==> config.mk <==
export PLATFORM = sky130hd
export DESIGN_NAME = tcn_fifo_sequencer
export DESIGN_NICKNAME = d
export VERILOG_FILES = /design/src/rtl/tcn_fifo_sequencer.sv
export SDC_FILE = /design/constraint.sdc
export NUM_CORES = 1
export LEC_CHECK = 0
export BUFFER_PORTS_ARGS = -buffer_cell sky130_fd_sc_hd__buf_2
export CAP_MARGIN = 10
export CORE_AREA = 10 10 186 171
export DETAILED_ROUTE_END_ITERATION = 10
export DIE_AREA = 0 0 196 181
export GPL_TIMING_DRIVEN = 0
export PLACE_DENSITY = 0.77
export SETUP_SLACK_MARGIN = 0.4
export SLEW_MARGIN = 20
export SYNTH_ARGS = -nofsm -noshare
export SYNTH_HDL_FRONTEND = slang
export SYNTH_SLANG_ARGS = --single-unit
export TNS_END_PERCENT = 5
==> constraint.sdc <==
create_clock -name clk -period 18 [get_ports clk]
set_input_delay 1.8 -clock clk [delete_from_list [all_inputs] [get_ports clk]]
set_output_delay 1.8 -clock clk [all_outputs]
set_load 0.01 [all_outputs]
==> src/rtl/tcn_fifo_sequencer.sv <==
// Per-time-step sequencer for the TCN circular activation buffer: writes the newest block,
// streams a read of the whole window, then pulses the encoder pointer advance.
module tcn_fifo_sequencer #(
    parameter int ADDR_W = 8,
    parameter int CNT_W  = 16
) (
    input  logic              clk,
    input  logic              reset,
    input  logic              start,
    input  logic              abort,
    input  logic [ADDR_W-1:0] cfg_total_blocks,
    input  logic [31:0]       cfg_block_size,
    input  logic              cfg_tcn_active,
    input  logic              wr_ready,
    input  logic              rd_ready,
    output logic              wr_enable,
    output logic [ADDR_W-1:0] wr_address,
    output logic              rd_enable,
    output logic [ADDR_W-1:0] rd_address,
    output logic              update_pointer,
    output logic              busy,
    output logic              done,
    output logic              err_cfg,
    output logic [2:0]        state_dbg
);

    localparam int PW = ADDR_W + CNT_W;
    localparam logic [PW-1:0] WIN_MAX = PW'(1) << ADDR_W;

    typedef enum logic [2:0] {
        S_IDLE   = 3'd0,
        S_CHECK  = 3'd1,
        S_WRITE  = 3'd2,
        S_READ   = 3'd3,
        S_UPDATE = 3'd4,
        S_SETTLE = 3'd5,
        S_DONE   = 3'd6
    } state_t;

    state_t state_q, state_n;

    logic [ADDR_W-1:0] n_q;
    logic [CNT_W-1:0]  rb_q;
    logic [CNT_W-1:0]  wb_q;
    logic              active_q;
    logic [CNT_W-1:0]  wr_cnt;
    logic [PW-1:0]     rd_cnt;
    logic              settle_q;

    logic [PW-1:0]     rd_total;
    logic [PW-1:0]     wr_total;
    logic [ADDR_W-1:0] wr_base;
    logic              cfg_bad;
    logic              wr_last;
    logic              rd_last;

    assign state_dbg = state_q;

    // Window products are kept at full width so an oversized config is caught, not wrapped.
    always_comb begin
        rd_total = PW'(n_q) * PW'(rb_q);
        wr_total = PW'(n_q) * PW'(wb_q);
        wr_base  = ADDR_W'(PW'(n_q - ADDR_W'(1)) * PW'(wb_q));
        cfg_bad  = (n_q == '0) || (rb_q == '0) || (wb_q == '0) ||
                   (rd_total > WIN_MAX) || (wr_total > WIN_MAX);
        wr_last  = (wr_cnt == wb_q - CNT_W'(1));
        rd_last  = (rd_cnt == rd_total - PW'(1));
    end

    // Handshake: a beat transfers on the cycle where enable and ready are both high;
    // while ready is low the enable and address are held unchanged.
    always_comb begin
        state_n = state_q;
        if (state_q != S_IDLE && abort) begin
            state_n = S_IDLE;
        end else begin
            unique case (state_q)
                S_IDLE:   if (start && !abort) state_n = S_CHECK;
                S_CHECK:  state_n = cfg_bad ? S_DONE : S_WRITE;
                S_WRITE:  if (wr_ready && wr_last) state_n = S_READ;
                S_READ:   if (rd_ready && rd_last) state_n = active_q ? S_UPDATE : S_DONE;
                S_UPDATE: state_n = S_SETTLE;
                S_SETTLE: if (settle_q) state_n = S_DONE;
                S_DONE:   state_n = S_IDLE;
                default:  state_n = S_IDLE;
            endcase
        end
    end

    always_ff @(posedge clk) begin
        if (!reset) begin
            state_q        <= S_IDLE;
            n_q            <= '0;
            rb_q           <= '0;
            wb_q           <= '0;
            active_q       <= 1'b0;
            wr_cnt         <= '0;
            rd_cnt         <= '0;
            settle_q       <= 1'b0;
            wr_enable      <= 1'b0;
            wr_address     <= '0;
            rd_enable      <= 1'b0;
            rd_address     <= '0;
            update_pointer <= 1'b0;
            busy           <= 1'b0;
            done           <= 1'b0;
            err_cfg        <= 1'b0;
        end else begin
            state_q        <= state_n;
            wr_enable      <= (state_n == S_WRITE);
            rd_enable      <= (state_n == S_READ);
            update_pointer <= (state_n == S_UPDATE);
            busy           <= (state_n != S_IDLE);
            done           <= (state_n == S_DONE);
            err_cfg        <= (state_q == S_CHECK) && (state_n == S_DONE);
            settle_q       <= (state_q == S_SETTLE) ? ~settle_q : 1'b0;

            if (state_q == S_IDLE && state_n == S_CHECK) begin
                n_q      <= cfg_total_blocks;
                rb_q     <= CNT_W'(cfg_block_size[15:0]);
                wb_q     <= CNT_W'(cfg_block_size[31:16]);
                active_q <= cfg_tcn_active;
            end

            // Newest block occupies the last slot of the logical window.
            if (state_q == S_CHECK) begin
                wr_cnt     <= '0;
                wr_address <= wr_base;
            end else if (state_q == S_WRITE && wr_ready) begin
                wr_cnt     <= wr_cnt + CNT_W'(1);
                wr_address <= wr_address + ADDR_W'(1);
            end

            if (state_q == S_CHECK) begin
                rd_cnt     <= '0;
                rd_address <= '0;
            end else if (state_q == S_READ && rd_ready) begin
                rd_cnt     <= rd_cnt + PW'(1);
                rd_address <= rd_address + ADDR_W'(1);
            end
        end
    end

endmodule

Word level (Yosys, flattened, before mapping)
Index checks and enable logic that the tools add are counted.
{"block": "op_classes", "mux": 10, "n_bitwise": 2, "magnitude_cmp": 2, "eq_ne": 12, "mul": 3, "reduce_logical": 22, "add_sub_neg": 7}
{"op": "greater-than comparator 24 x 9 -> 1 bit, second input constant", "count": 2}
{"op": "multiplier 8 x 16 -> 24 bit", "count": 2}
{"op": "logical NOT 16 bit", "count": 2}
{"op": "adder 24 x 1 -> 24 bit, second input constant", "count": 1}
{"op": "equality test 24 bit", "count": 1}
{"op": "subtractor 24 x 1 -> 24 bit, second input constant", "count": 1}
{"op": "2-to-1 mux 3 bit", "count": 6}
{"op": "one-hot mux 3 bit (6 select lines)", "count": 1}
{"op": "multiplier 9 x 17 -> 8 bit", "count": 1}
{"op": "adder 16 x 1 -> 16 bit, second input constant", "count": 1}
{"op": "adder 8 x 1 -> 8 bit, second input constant", "count": 2}
{"op": "equality test 16 bit", "count": 1}
{"op": "2-to-1 mux 8 bit", "count": 2}
{"op": "subtractor 16 x 1 -> 16 bit, second input constant", "count": 1}
{"op": "equality test 3 x 2 -> 1 bit, second input constant", "count": 4}
{"op": "equality test 3 bit, second input constant", "count": 4}
{"op": "subtractor 8 x 1 -> 9 bit, second input constant", "count": 1}
{"op": "logical AND 1 bit", "count": 8}
{"op": "logical NOT 8 bit", "count": 1}
{"op": "equality test 3 x 1 -> 1 bit, second input constant", "count": 2}
{"op": "nonzero test 3 bit", "count": 2}
{"op": "logical OR 1 bit", "count": 4}
{"op": "logical NOT 3 bit", "count": 1}
{"op": "2-to-1 mux 2 bit", "count": 1}
{"op": "5 further kinds", "count": 6}
{"block": "word_totals", "reg_bits": 107, "elab_cells": 74}

Logic depth before layout (Yosys ltp)
{"block": "depth", "word_depth": 10, "mapped_depth": 24, "mapped_depth_nobuf": 22}

Worst setup path after synthesis
No wires, ideal clock.
{"block": "synth_path", "path_kind": "register to register", "start": "register n_q[2]", "end": "register update_pointer", "t_arrival_ns": 6.082, "path_slack_ns": 11.828, "path_buffers": 3, "setup_time_ns": 0.090, "path_stages_with_launch": 23, "cell_sequence": "dfxtp_1 clkbuf_1 clkbuf_1 nand2_1 fa_1 fa_1 fa_1 fa_1 inv_1 ha_1 buf_2 nand3_1 nor3b_1 o21ai_0 and3b_1 xor2_1 nand4_1 or3b_1 a211o_1 a31oi_1 and2_4 a41oi_4 nor4bb_2"}
{"block": "synth_between", "elab_chain_len": 9, "word_cells_on_any_way": 17, "classes_between": "1 x add/sub; 2 x mul; 2 x order compare; 2 x eq/ne; 4 x mux; 6 x reduce/logical"}
{"item": "from (decl)", "line_no": "42", "rtl": "logic [ADDR_W-1:0] n_q;"}
{"item": "from (signal assigned)", "line_no": "119", "rtl": "n_q <= cfg_total_blocks;"}
{"item": "branches (longest 6 deep; another with multiplier 8 x 16 -> 24 bit)"}
{"item": "one-hot mux 3 bit (6 select lines) (*)", "line_no": "77", "rtl": "unique case (state_q)"}
{"item": "2-to-1 mux 3 bit (*)", "line_no": "74", "rtl": "if (state_q != S_IDLE && abort) begin"}
{"item": "equality test 3 bit (*)", "line_no": "112", "rtl": "update_pointer <= (state_n == S_UPDATE);"}
{"item": "to (signal assigned)", "line_no": "112"}
{"item": "to (decl)", "line_no": "20", "rtl": "output logic update_pointer,"}
Mark *: on every way between the ends.
A chain may end at the register's enable or synchronous reset.

Worst setup path after layout
{"block": "layout_path", "start": "register n_q[3]", "end": "register busy"}
{"block": "layout_between", "elab_chain_len": 9, "word_cells_on_any_way": 17, "classes_between": "1 x add/sub; 2 x mul; 2 x order compare; 1 x eq/ne; 4 x mux; 7 x reduce/logical"}
{"item": "branches (longest 6 deep; another with multiplier 8 x 16 -> 24 bit)"}
{"item": "one-hot mux 3 bit (6 select lines) (*)", "line_no": "77"}
{"item": "2-to-1 mux 3 bit (*)", "line_no": "74"}
{"item": "nonzero test 3 bit (*)", "line_no": "113", "rtl": "busy <= (state_n != S_IDLE);"}
{"item": "to (signal assigned)", "line_no": "113"}
{"item": "to (decl)", "line_no": "21", "rtl": "output logic busy,"}
Marked as above.

==> impl_metrics.env <==
export IMPL_period_share_pct=45.9
export IMPL_final_max_slew_violation_count=0
export IMPL_grt_util_met1_pct=31.5
export IMPL_gp_congestion=0.917
export IMPL_portBuffers=71
export IMPL_syn2layout_area_growth_pct=7.44
export IMPL_crit_arrival_ns=8.49
export IMPL_cts_tree="done"
export IMPL_syn_nets=2148
export IMPL_vias=12977
export IMPL_end_kind="register"
export IMPL_io_pins=72
export IMPL_cts_hold_fix_buffers=0
export IMPL_fin_crit_ns=8.26
export IMPL_synth_simple_area_share_pct=23.2
export IMPL_worst_pin_slew_ns=0.900
export IMPL_clockPowerShare_pct=27.2
export IMPL_synth_mux_area_share_pct=3.73
export IMPL_power_density_nw_per_um2=49.5
export IMPL_synth_xor_area_share_pct=8.21
export IMPL_antenna_cells=0
export IMPL_grtUsageMet3_pct=5.24
export IMPL_peakVddDrop_v=0.0000538
export IMPL_core_rowCount=58
export IMPL_synth_top_family_by_area="adder cells"
export IMPL_coreArea_sq_um=27700
export IMPL_numCtsBuffers=9
export IMPL_path_clk_slew_ns=0.08
export IMPL_holdCritPathClass="register to register"
export IMPL_cp_required_ns=18.23
export IMPL_cts_buffer_depth=2
export IMPL_die_y_microns=181
export IMPL_swShare_pct=39.5
export IMPL_drt_iter0_markers=1346
export IMPL_power_internal_mw=0.488
export IMPL_mostFrequentLayoutCell="nand2_1"
export IMPL_dpl_hpwl_microns=32300
export IMPL_netlist_area_sq_um=15200
export IMPL_ant_nets=0
export IMPL_report_final_hold_viol_count=0
export IMPL_yosys_area_share_adder_pct=33.3
export IMPL_p_leak_nw=7.42
export IMPL_tns_ns=0
export IMPL_wl_per_cell_microns=17.9
export IMPL_fmax_ghz=0.121
export IMPL_antenna_found_initial=4
export IMPL_cts_root_buf="clkbuf_16"
export IMPL_rsz0062_at_grt="false"
export IMPL_synth_cell_type_count=87
export IMPL_yosysTopAreaCellShare_pct=23.8
export IMPL_start_kind="register"
export IMPL_ys_flop_type="dfxtp_1"
export IMPL_status="completed"
export IMPL_dieWidth_microns=196
export IMPL_grt_pass1_vias=13068
export IMPL_viasPerCell=5.76
export IMPL_synth_compound_area_share_pct=9.58
export IMPL_grt_use_met2_pct=34.3
export IMPL_ys_ff_latch=107
export IMPL_p_comb_share_pct=41.7
export IMPL_power_frac_seq_pct=31.1
export IMPL_routed_wl_microns=40400
export IMPL_p_sw_mw=0.318
export IMPL_netlist_top_cell_by_area="fa_1"
export IMPL_clock_latency_ns=0.38
export IMPL_final_cell_mix="nand2_1 (207), inv_1 (205), fa_1 (180)"
export IMPL_dp_cells=2237
export IMPL_grt_overflow=0
export IMPL_ys_warn_count=0
export IMPL_stdcell_area_sq_um=16300
export IMPL_critical_path_class="register to register"
export IMPL_drv_cap=0
export IMPL_syn_avg_cell_area_sq_um=8.39
export IMPL_setup_viol=0
export IMPL_track_usage_pct=22.7
export IMPL_seq_area_frac_synth_pct=14.1
export IMPL_cts_sinks=107
export IMPL_grt_pass1_wl_microns=66500
export IMPL_dpl_instance_area_sq_um=16000
export IMPL_htree_levels=3
export IMPL_die_area_sq_um=35500
export IMPL_synth_edf_count=0
export IMPL_cp_max_fo=10
export IMPL_first_pass_iters=6
export IMPL_grt_max_degree=20
export IMPL_drc=0
export IMPL_syn_inst=1806
export IMPL_max_slew_margin_pct=40.0
export IMPL_cts_resized=0
export IMPL_busiest_layer="met2"
export IMPL_ys_top_cells_by_area="fa_1 (24%), dfxtp_1 (14%), ha_1 (9.5%)"
export IMPL_drive_above_1_share_pct=7.55
export IMPL_async_reset_ff_share_pct=0
export IMPL_skew_ns=0.00824
export IMPL_postCtsSetupRepairBufs=0
export IMPL_initial_core_util_pct=54.7
export IMPL_final_cells=2253
export IMPL_nets=2230
[per-stage QoR]
step           utilization [%]  hold WS (ns)  power (mW)  setup WS [ns]
4_1_cts                   58.7         0.494       0.805          10.00
3_5_place_dp              57.6         0.480       0.583          10.02
6_report                  58.7         0.494       0.806           9.74
5_1_grt                   58.7         0.523       0.851           9.58
3_3_place_gp              57.6         0.468       0.575          10.11
2_1_floorplan                -         0.458       0.494          11.83
[path summary, 6_finish.rpt]
path                                 from                 endpoint  slack (ns)  cells after the start
setup / recovery      n_q[3]$_SDFFE_PN0P_          busy$_SDFF_PN0_        9.74                     22
hold / removal    rd_cnt[12]$_SDFFE_PP0P_  rd_cnt[12]$_SDFFE_PP0P_        0.49                      2
setup reg to reg      n_q[3]$_SDFFE_PN0P_          busy$_SDFF_PN0_        9.74                     22
hold reg to reg   rd_cnt[12]$_SDFFE_PP0P_  rd_cnt[12]$_SDFFE_PP0P_        0.49                      2
[power groups by stage]
stage               Sequential (mW)  Combinational, mW  Clock (mW)
finish                        0.251              0.336       0.219
global route                  0.252              0.369       0.230
CTS                           0.250              0.331       0.223
detailed placement            0.256              0.327           0
global placement              0.256              0.319           0
floorplan                     0.255              0.239           0
[cell usage after synthesis (4+ instances only)]
cell type and instances:
fa_1 180, and2_1 118, mux2i_1 52, o211ai_1 8
a2111oi_2 4, nor4_1 15, a21oi_1 44, ha_1 115
nand4_1 25, xnor2_1 76, nor3_1 26, or4_1 7
and3_1 9, or3_1 14, nor3b_1 8, a211oi_1 13
buf_1 4, xor2_1 66, o22ai_1 4, a21o_1 18
nand2b_1 9, dfxtp_1 107, clkbuf_1 88, o2111ai_1 6
o21ai_0 41, nor2_1 161, or2_2 4, a31oi_1 9
and4_1 4, nand2_1 207, nand3_1 39, inv_1 205
nor2b_1 22, buf_2 8
[registers in the layout (all words and copies together) (netlist names), 3 cells and up]
signal,count
n_q,8
rb_q,16
rd_address,8
rd_cnt,24
state_dbg,3
wb_q,16
wr_address,8
wr_cnt,16
[cells by family after synthesis]
family                   after synthesis
AO/OA/AOI/OAI                        199
XOR/XNOR                             142
adder cells (fa/ha/maj)              295
buffers and inverters                312
flip-flops                           107
multiplexers                          56
AND/OR/NAND/NOR                      695
[cell type report]
type	instances	area [sq um]
Timing Repair Buffer	71	355
Tap cell	360	450
Buffer	104	410
Clock inverter	6	82.6
Sequential cell	107	2140
Inverter	208	781
Multi-Input combinational cell	1387	11800
Fill cell	2459	11400
Clock buffer	10	239
[critical path, cell delays in order (launching register included)]
cell       delay [ns]
dfxtp_1          0.31
clkbuf_1         0.58
clkbuf_1         0.59
nand2_1          0.18
fa_1             0.54
inv_1            0.05
fa_1             0.46
fa_1             0.53
fa_1             0.43
ha_1             0.27
buf_2            0.17
nor4b_1          0.16
a2111oi_2        0.30
o2111ai_1        0.21
or3_1            0.40
a2111oi_2        0.50
o211ai_1         0.22
a2111oi_0        0.81
nand4b_1         0.23
nor4_1           0.56
a2111oi_2        0.18
a41oi_4          0.29
a31oi_1          0.12
[routing by layer]
layer | up-vias | part of all wire, %
li1 | 6041 | -
met2 | 551 | 44
met1 | 6331 | 45
met5 | - | 0.045
met3 | 52 | 9.3
met4 | 2 | 1.9
Note: power is estimated with default switching activity, not from simulation.
